$ cat src/rtl/rf_write_arbiter.sv
// Register-file write-port arbiter: pipeline writeback has priority and MCU results wait in a FIFO.
// Optional starvation guard (pipe_stall) is enabled by defining RFARB_STARVE_EN.
module rf_write_arbiter #(
  parameter int unsigned DEPTH        = 2,
  parameter int unsigned STARVE_LIMIT = 8
) (
  input  logic                     clk,
  input  logic                     R,
  input  logic                     rf_le_wb,
  input  logic [31:0]              wb_mux_out,
  input  logic [4:0]               wb_rd,
  input  logic                     mcu_valid,
  input  logic [31:0]              mcu_data,
  input  logic [4:0]               mcu_rd,
  output logic                     mcu_ready,
  output logic                     rf_we,
  output logic [31:0]              rf_wd,
  output logic [4:0]               rf_wa,
  output logic [$clog2(DEPTH):0]   buf_count,
  output logic                     pipe_stall
);

  localparam int unsigned AW = $clog2(DEPTH);
  localparam int unsigned CW = AW + 1;

  logic [AW-1:0] wr_ptr_q, rd_ptr_q;
  logic [CW-1:0] count_q, count_d;
  logic [4:0]    fifo_rd_q   [DEPTH];
  logic [31:0]   fifo_data_q [DEPTH];

  logic          accept, push, pop, pipe_win;
  logic          rf_we_q;
  logic [4:0]    rf_wa_q;
  logic [31:0]   rf_wd_q;

  // Ready depends only on reset and stored occupancy, never on mcu_valid.
  assign mcu_ready = !R && (count_q < CW'(DEPTH));
  assign accept    = mcu_valid && mcu_ready;
  // Results for %g0 are consumed but never stored.
  assign push      = accept && (mcu_rd != 5'd0);
  assign pipe_win  = rf_le_wb && (wb_rd != 5'd0);
  assign pop       = !pipe_win && (count_q != '0);

  always_comb begin
    count_d = count_q;
    unique case ({push, pop})
      2'b10:   count_d = count_q + CW'(1);
      2'b01:   count_d = count_q - CW'(1);
      default: count_d = count_q;
    endcase
  end

  always_ff @(posedge clk) begin
    if (R) begin
      wr_ptr_q <= '0;
      rd_ptr_q <= '0;
      count_q  <= '0;
    end else begin
      if (push) wr_ptr_q <= wr_ptr_q + AW'(1);
      if (pop)  rd_ptr_q <= rd_ptr_q + AW'(1);
      count_q <= count_d;
    end
  end

  // Storage needs no reset: occupancy alone decides which entries are live.
  always_ff @(posedge clk) begin
    if (!R && push) begin
      fifo_rd_q[wr_ptr_q]   <= mcu_rd;
      fifo_data_q[wr_ptr_q] <= mcu_data;
    end
  end

  always_ff @(posedge clk) begin
    if (R) begin
      rf_we_q <= 1'b0;
      rf_wa_q <= 5'd0;
      rf_wd_q <= 32'd0;
    end else if (pipe_win) begin
      rf_we_q <= 1'b1;
      rf_wa_q <= wb_rd;
      rf_wd_q <= wb_mux_out;
    end else if (pop) begin
      rf_we_q <= 1'b1;
      rf_wa_q <= fifo_rd_q[rd_ptr_q];
      rf_wd_q <= fifo_data_q[rd_ptr_q];
    end else begin
      rf_we_q <= 1'b0;
    end
  end

  assign rf_we     = rf_we_q;
  assign rf_wa     = rf_wa_q;
  assign rf_wd     = rf_wd_q;
  assign buf_count = count_q;

`ifdef RFARB_STARVE_EN
  localparam int unsigned SW = $clog2(STARVE_LIMIT) + 1;

  logic [SW-1:0] starve_cnt_q, starve_cnt_d;
  logic          pipe_stall_q, pipe_stall_d;

  // Counter saturates at the limit so every further lost cycle re-raises the stall.
  always_comb begin
    starve_cnt_d = starve_cnt_q;
    pipe_stall_d = 1'b0;
    if (pop || (count_q == '0)) begin
      starve_cnt_d = '0;
    end else if (pipe_win) begin
      if (starve_cnt_q >= SW'(STARVE_LIMIT - 1)) begin
        pipe_stall_d = 1'b1;
      end else begin
        starve_cnt_d = starve_cnt_q + SW'(1);
      end
    end
  end

  always_ff @(posedge clk) begin
    if (R) begin
      starve_cnt_q <= '0;
      pipe_stall_q <= 1'b0;
    end else begin
      starve_cnt_q <= starve_cnt_d;
      pipe_stall_q <= pipe_stall_d;
    end
  end

  assign pipe_stall = pipe_stall_q;
`else
  logic unused_starve_limit;
  assign unused_starve_limit = ^STARVE_LIMIT;
  assign pipe_stall          = 1'b0;
`endif

endmodule

$ cat config.mk
export PLATFORM = sky130hd
export DESIGN_NAME = rf_write_arbiter
export DESIGN_NICKNAME = d
export VERILOG_FILES = /design/src/rtl/rf_write_arbiter.sv
export SDC_FILE = /design/constraint.sdc
export NUM_CORES = 1
export LEC_CHECK = 0
export BUFFER_PORTS_ARGS = -buffer_cell sky130_fd_sc_hd__clkbuf_2
export CAP_MARGIN = 30
export CORE_MARGIN = 3
export CORE_UTILIZATION = 40
export CTS_CLUSTER_DIAMETER = 150
export DETAILED_ROUTE_END_ITERATION = 12
export HOLD_SLACK_MARGIN = 0.05
export MAX_ROUTING_LAYER = met4
export PLACE_DENSITY = 0.6
export REMOVE_ABC_BUFFERS = 1
export SETUP_SLACK_MARGIN = 0.3
export SLEW_MARGIN = 15
export SYNTH_ARGS = -nofsm -noshare
export SYNTH_HDL_FRONTEND = slang
export SYNTH_SLANG_ARGS = --single-unit
$ cat constraint.sdc
create_clock -name clk -period 7.1 [get_ports clk]
set_clock_uncertainty 0.15 [all_clocks]
set_input_delay 0.355 -clock clk [delete_from_list [all_inputs] [get_ports clk]]
set_output_delay 0.355 -clock clk [all_outputs]
set_load 0.05 [all_outputs]
After elaboration in Yosys (flattened, before gate mapping)

Memories as Yosys holds them, arrays and structs flattened. A register that Yosys moved wholly into a read port is not among the register bits.
Index checks and enable logic that the tools add are counted.

Bits in registers: 42
RAM bits: 74
Input bits: 78
Output and inout port bits: 42
Logic and storage cells: 41
Memories: 2

Add/subtract/negate cells: 4
Order comparisons: 1
Equality and inequality tests: 2
Multiplexer cells: 13
Reduce and logical (&&, ||, !) cells: 13

Memories:

| name        | words | bits a word | rd ports | clocked after memory_dff | wr ports | line | text |
|---|---|---|---|---|---|---|---|
| fifo_data_q | 2     | 32          | 1        | 1                        | 1        | 29   | `logic [31:0] fifo_data_q [DEPTH];` |
| fifo_rd_q   | 2     | 5           | 1        | 1                        | 1        | 28   | `logic [4:0] fifo_rd_q [DEPTH];` |

Operators by type and width:

| operator              | count |
|---|---|
| $mux W32              | 2 |
| $mux W5               | 2 |
| $reduce_bool A5 Y1    | 2 |
| $mux W1               | 8 |
| $logic_and A1 B1 Y1   | 6 |
| $reduce_bool A2 Y1    | 3 |
| $pmux W2 S2           | 1 |
| $add A1 B1 Y1 const B | 2 |
| $add A2 B1 Y2 const B | 1 |
| $eq A2 B1 Y1 const B  | 1 |
| $eq A2 B2 Y1 const B  | 1 |
| $logic_not A1 Y1      | 2 |
| $lt A2 B2 Y1 const B  | 1 |
| $sub A2 B1 Y2 const B | 1 |

Longest topological paths before layout

Depth after elaboration: 7
Depth in mapped cells: 8
Gate-level depth less buffers: 6

Least setup slack after synthesis

No wires, ideal clock.

Path kind: register -> register
Start: reg count_q[1] (netlist: buf_count[1])
End: mem fifo_data_q[0][0] (enable)
Setup time: 0.431 ns
Arrival: 3.556 ns
Data required time: 6.519 ns
Setup slack: 2.963 ns
Cell stages (with the launch flop): 6
Buffers on the path: 2
Period minus slack after synthesis: 4.137 ns
Cells stage by stage: dfxtp_1 -> buf_2 -> clkbuf_1 -> nor2_1 -> o211ai_1 -> nor2_1

Word-level cells in the longest chain between the ends: 7

RTL lines:

| element                       | line | text |
|---|---|---|
| start: declaration            | 27   | `logic [CW-1:0] count_q, count_d;` |
| start signal: assignment      | 61   | `count_q <= count_d;` |
| $lt A2 B2 Y1                  | 37   | `assign mcu_ready = !R && (count_q < CW'(DEPTH));` |
| $logic_and A1 B1 Y1           | 37   |  |
| named net mcu_ready           | 15   | `output logic mcu_ready,` |
| $logic_and A1 B1 Y1           | 38   | `assign accept = mcu_valid && mcu_ready;` |
| $logic_and A1 B1 Y1           | 40   | `assign push = accept && (mcu_rd != 5'd0);` |
| $logic_and A1 B1 Y1           | 67   | `if (!R && push) begin` |
| $mux W1                       | 67   |  |
| $mux W1 (implied by the code) | 69   | `fifo_data_q[wr_ptr_q] <= mcu_data;` |
| end: declaration              | 29   |  |

The timed path passes the listed nets, and every way through them passes these cells.

Final worst setup path

Start: reg count_q[1] (netlist: buf_count[1])
End: reg count_q[1] (netlist: buf_count[1])

Elaborated cells between the ends (all ways): 12
Classes of those cells: 2 x add/sub; 1 x order compare; 2 x eq/ne; 1 x mux; 6 x reduce/logical

RTL lines:

| element                                                  | line | text |
|---|---|---|
| $reduce_bool A2 Y1 *                                     | 42   | `assign pop = !pipe_win && (count_q != '0);` |
| $logic_and A1 B1 Y1 *                                    | 42   |  |
| named net pop                                            | 31   | `logic accept, push, pop, pipe_win;` |
| $eq A2 B1 Y1 / $eq A2 B2 Y1 (equally long branches)      | 46   | `unique case ({push, pop})` |
| $pmux W2 S2 / $reduce_bool A2 Y1 (equally long branches) | --   |  |

Mark *: on every way through the listed nets, which the timed path passes. The rest lies on a longest branch.
A chain may end at the register's enable or synchronous reset.

==> run metrics <==
status complete, no violations; CP Class reg -> reg; Crit-path slowest cell dfxtp_2; Hold EP rf_wd[23]; Die X 117 microns; crit-path leading delay family flip-flops; leakage 0.00276 uW; Initial Utilization 42.0%; Detailed Place HPWL about 6.7 mm; main combinational cell family by area after synthesis multiplexers; critical path launch point type flip-flop; Skew-Pair Late Insertion Delay ~390 ps; number of global-route vias before repair roughly 3500; GP Congestion 0.741; FF/Latch Area about 3000 sq um; CP arrival 3010 ps; Slew Limit Headroom 39.3%; Post-synth top flop edfxtp_1; measured slew at the worst slew-check pin between 900 and 1000 ps; Peak VDD IR between 0.15 and 0.2 mV; port bufs 118; routed wire length about 11 mm; GRT overflow 0; Reg2Reg Depth 5; Root Buffer clkbuf_16; EDFF count, synth 74; Compound-Gate Fraction of Synth Area under 10%; Multi-input gate area 1700 sq um; H-tree levels 4; clk sinks between 100 and 150; Fillers 960; Final Cycle Share 40.1%; setup_tns 0 ps; RSZ-0062 raised after global routing false; initial antenna violation count 0; WL/cell 15.5 microns; Crit Reg-Reg Startpoint buf_count[1]; CORE AREA 11700 sq um; Post-Synth Simple-Gate Area 10.4%; first-pass GRT wire length 17.4 mm; pin count of the biggest net entering global routing 81; CTS buffer count 17; Post-Synth Adder-Cell Area less than 1%; hold depth 3; Avg Inst Size Synth 13.6 sq um; DRC errors left 0; Worst-path clk slew about 50 ps; # IOs between 100 and 150; fraction of synthesized area in multiplexers 13.5%; Synth Register Bits 117; Post-Syn Instances ~360; Max Freq 0.351 GHz; antenna-violating nets left 0; Synth cell types 33; reg2reg setup slack approximately 4300 ps; Max FO, Critical Path 40; net count reported at finish about 620; vias per std cell roughly 5.0; CP required slightly above 7000 ps; max-slew violations 0; Final Hold Fails 0; Seq/Total Area, Yosys 62.6%; clk buf depth 2; routed vias 3513; layout cells sized above 1 29.9%; sequence of cells on the critical path nor2_1 > o41ai_2 > ha_1 > or3_1 > a21oi_1; endpoint type of the worst setup path flip-flop; netlist area before placement 4920 sq um; crit path time final approximately 2800 ps; RR Endpoint buf_count[1]; Area Overhead vs Synth 39.6%; Ys Warns 0; CP max stage delay 930 ps; Die Area 13700 sq um; max_cap viols 0; min-delay src wb_mux_out[23]; TritonCTS clock tree yes; xor and xnor area share after synthesis 0.356%; Cell Area, Placed ~5600 sq um; Hold Path Class in -> reg; Critical path buffers and inverters 0; fin area 6870 sq um; Design Power approximately 2500 uW; # rows 39; DIE HEIGHT 117 microns; cell area power density between 300 and 400 nW/um^2; TritonRoute pass-1 iters 6; endpoints failing setup 0; # diodes 0; DR iter-0 viols 177; GRT Overall Usage 17.2%; fraction of registers with async set/reset 0%
[cells in the mapped netlist (3+ instances only)]
cell / n / area share (%)
nand2b_1: 32 / 4.1
buf_6: 3 / 0.69
edfxtp_1: 74 / 45
mux2i_1: 64 / 13
nor2b_1: 8 / 1.0
clkbuf_1: 16 / 1.2
nor3_1: 32 / 3.3
a211oi_1: 5 / 0.76
a211o_1: 32 / 5.7
dfxtp_1: 43 / 17
nor2_1: 12 / 0.92
o41ai_2: 6 / 2.0
buf_2: 9 / 0.92
nand3b_1: 3 / 0.46
[logic make-up (layout without fill, tap and decap cells)]
kind of cell               count (synthesis)  after routing
AOI/OAI and AO/OA                         51             51
xor gates and xnor gates                   2              2
adders and majority gates                  1              1
buffers and inverters                     32            224
DFF                                      117            117
muxes                                     66             66
other                                      1              1
and+or+nand+nor                           93             93
[worst reg2reg max path: stages (launching register included)]
cell and delay (ps):
dfxtp_2 930, nor2_1 300, o41ai_2 560, ha_1 350, or3_1 360, a21oi_1 130
[cell type report]
class,count,area share (%)
multi-input combinational,214,24.7
sequential,117,44.9
clock buffer,22,6.76
tap,143,2.60
timing repair buffer,192,19.8
clock inverter,9,1.17
inverter,1,0.0546
[cell usage in the layout (no fill, tap or decap), types with 3 or more instances in the layout]
cell	n
nor3_1	32
clkinvlp_4	4
dlygate4sd3_1	69
clkbuf_16	17
clkbuf_2	118
nor2b_1	8
dfxtp_2	3
nand2b_1	32
dfxtp_1	40
mux2i_1	64
buf_4	3
nor2_1	10
o41ai_2	6
a211oi_1	5
nand3b_1	3
edfxtp_1	74
clkbuf_1	3
a211o_1	32
clkinv_2	4
[layer usage]
metal	track usage, %	share of wire [%]	vias up
met5	-	0	-
met4	6.19	0.75	0
met1	21.8	47	1671
met3	4.01	4.3	9
li1	-	-	1725
met2	27.3	48	108
[registers in the layout, indices dropped and copies added, names as in the netlist, named ones only]
register and flops:
fifo_data_q 64, rf_wd 32, fifo_rd_q 10, rf_wa 5, buf_count 2, rd_ptr_q 1
rf_we 1, wr_ptr_q 1
[power breakdown]
group | internal (uW) | switching [uW] | leakage [uW]
clock network | 494 | 277 | 0.000258
logic | 298 | 501 | 0.00147
registers | 831 | 124 | 0.00104
total | 1620 | 902 | 0.00276
[worst max-delay path by stage]
stage / startpoint / end / slack (ps) / cells past startpoint
final: buf_count[1] / buf_count[1] / 4250 / 5
after CTS: buf_count[1] / buf_count[1] / 4260 / 5
after global placement: R / fifo_data_q[0][14] / 4360 / 5
after detailed placement: buf_count[1] / buf_count[1] / 4280 / 5
after global routing: buf_count[1] / buf_count[1] / 4070 / 6
after floorplan: buf_count[1] / fifo_data_q[0][0] / 2940 / 3
[per-stage QoR]
step / instances / hold WS, ps / worst slack [ps] / util [%]
2_1_floorplan: 332 / 274 / 2940 / -
5_1_grt: 698 / 61.9 / 4070 / 58.7
6_report: 698 / 68.2 / 4250 / 58.7
3_3_place_gp: 596 / 333 / 4360 / 47.6
4_1_cts: 698 / 50.8 / 4260 / 58.7
3_5_place_dp: 598 / 382 / 4280 / 48.1
[timing repair]
action                    CTS  global route
resized for setup           0             0
setup buffers               0             0
hold endpoints to repair  106             0
hold buffers               69             0
Note: power is estimated with default switching activity, not from simulation.
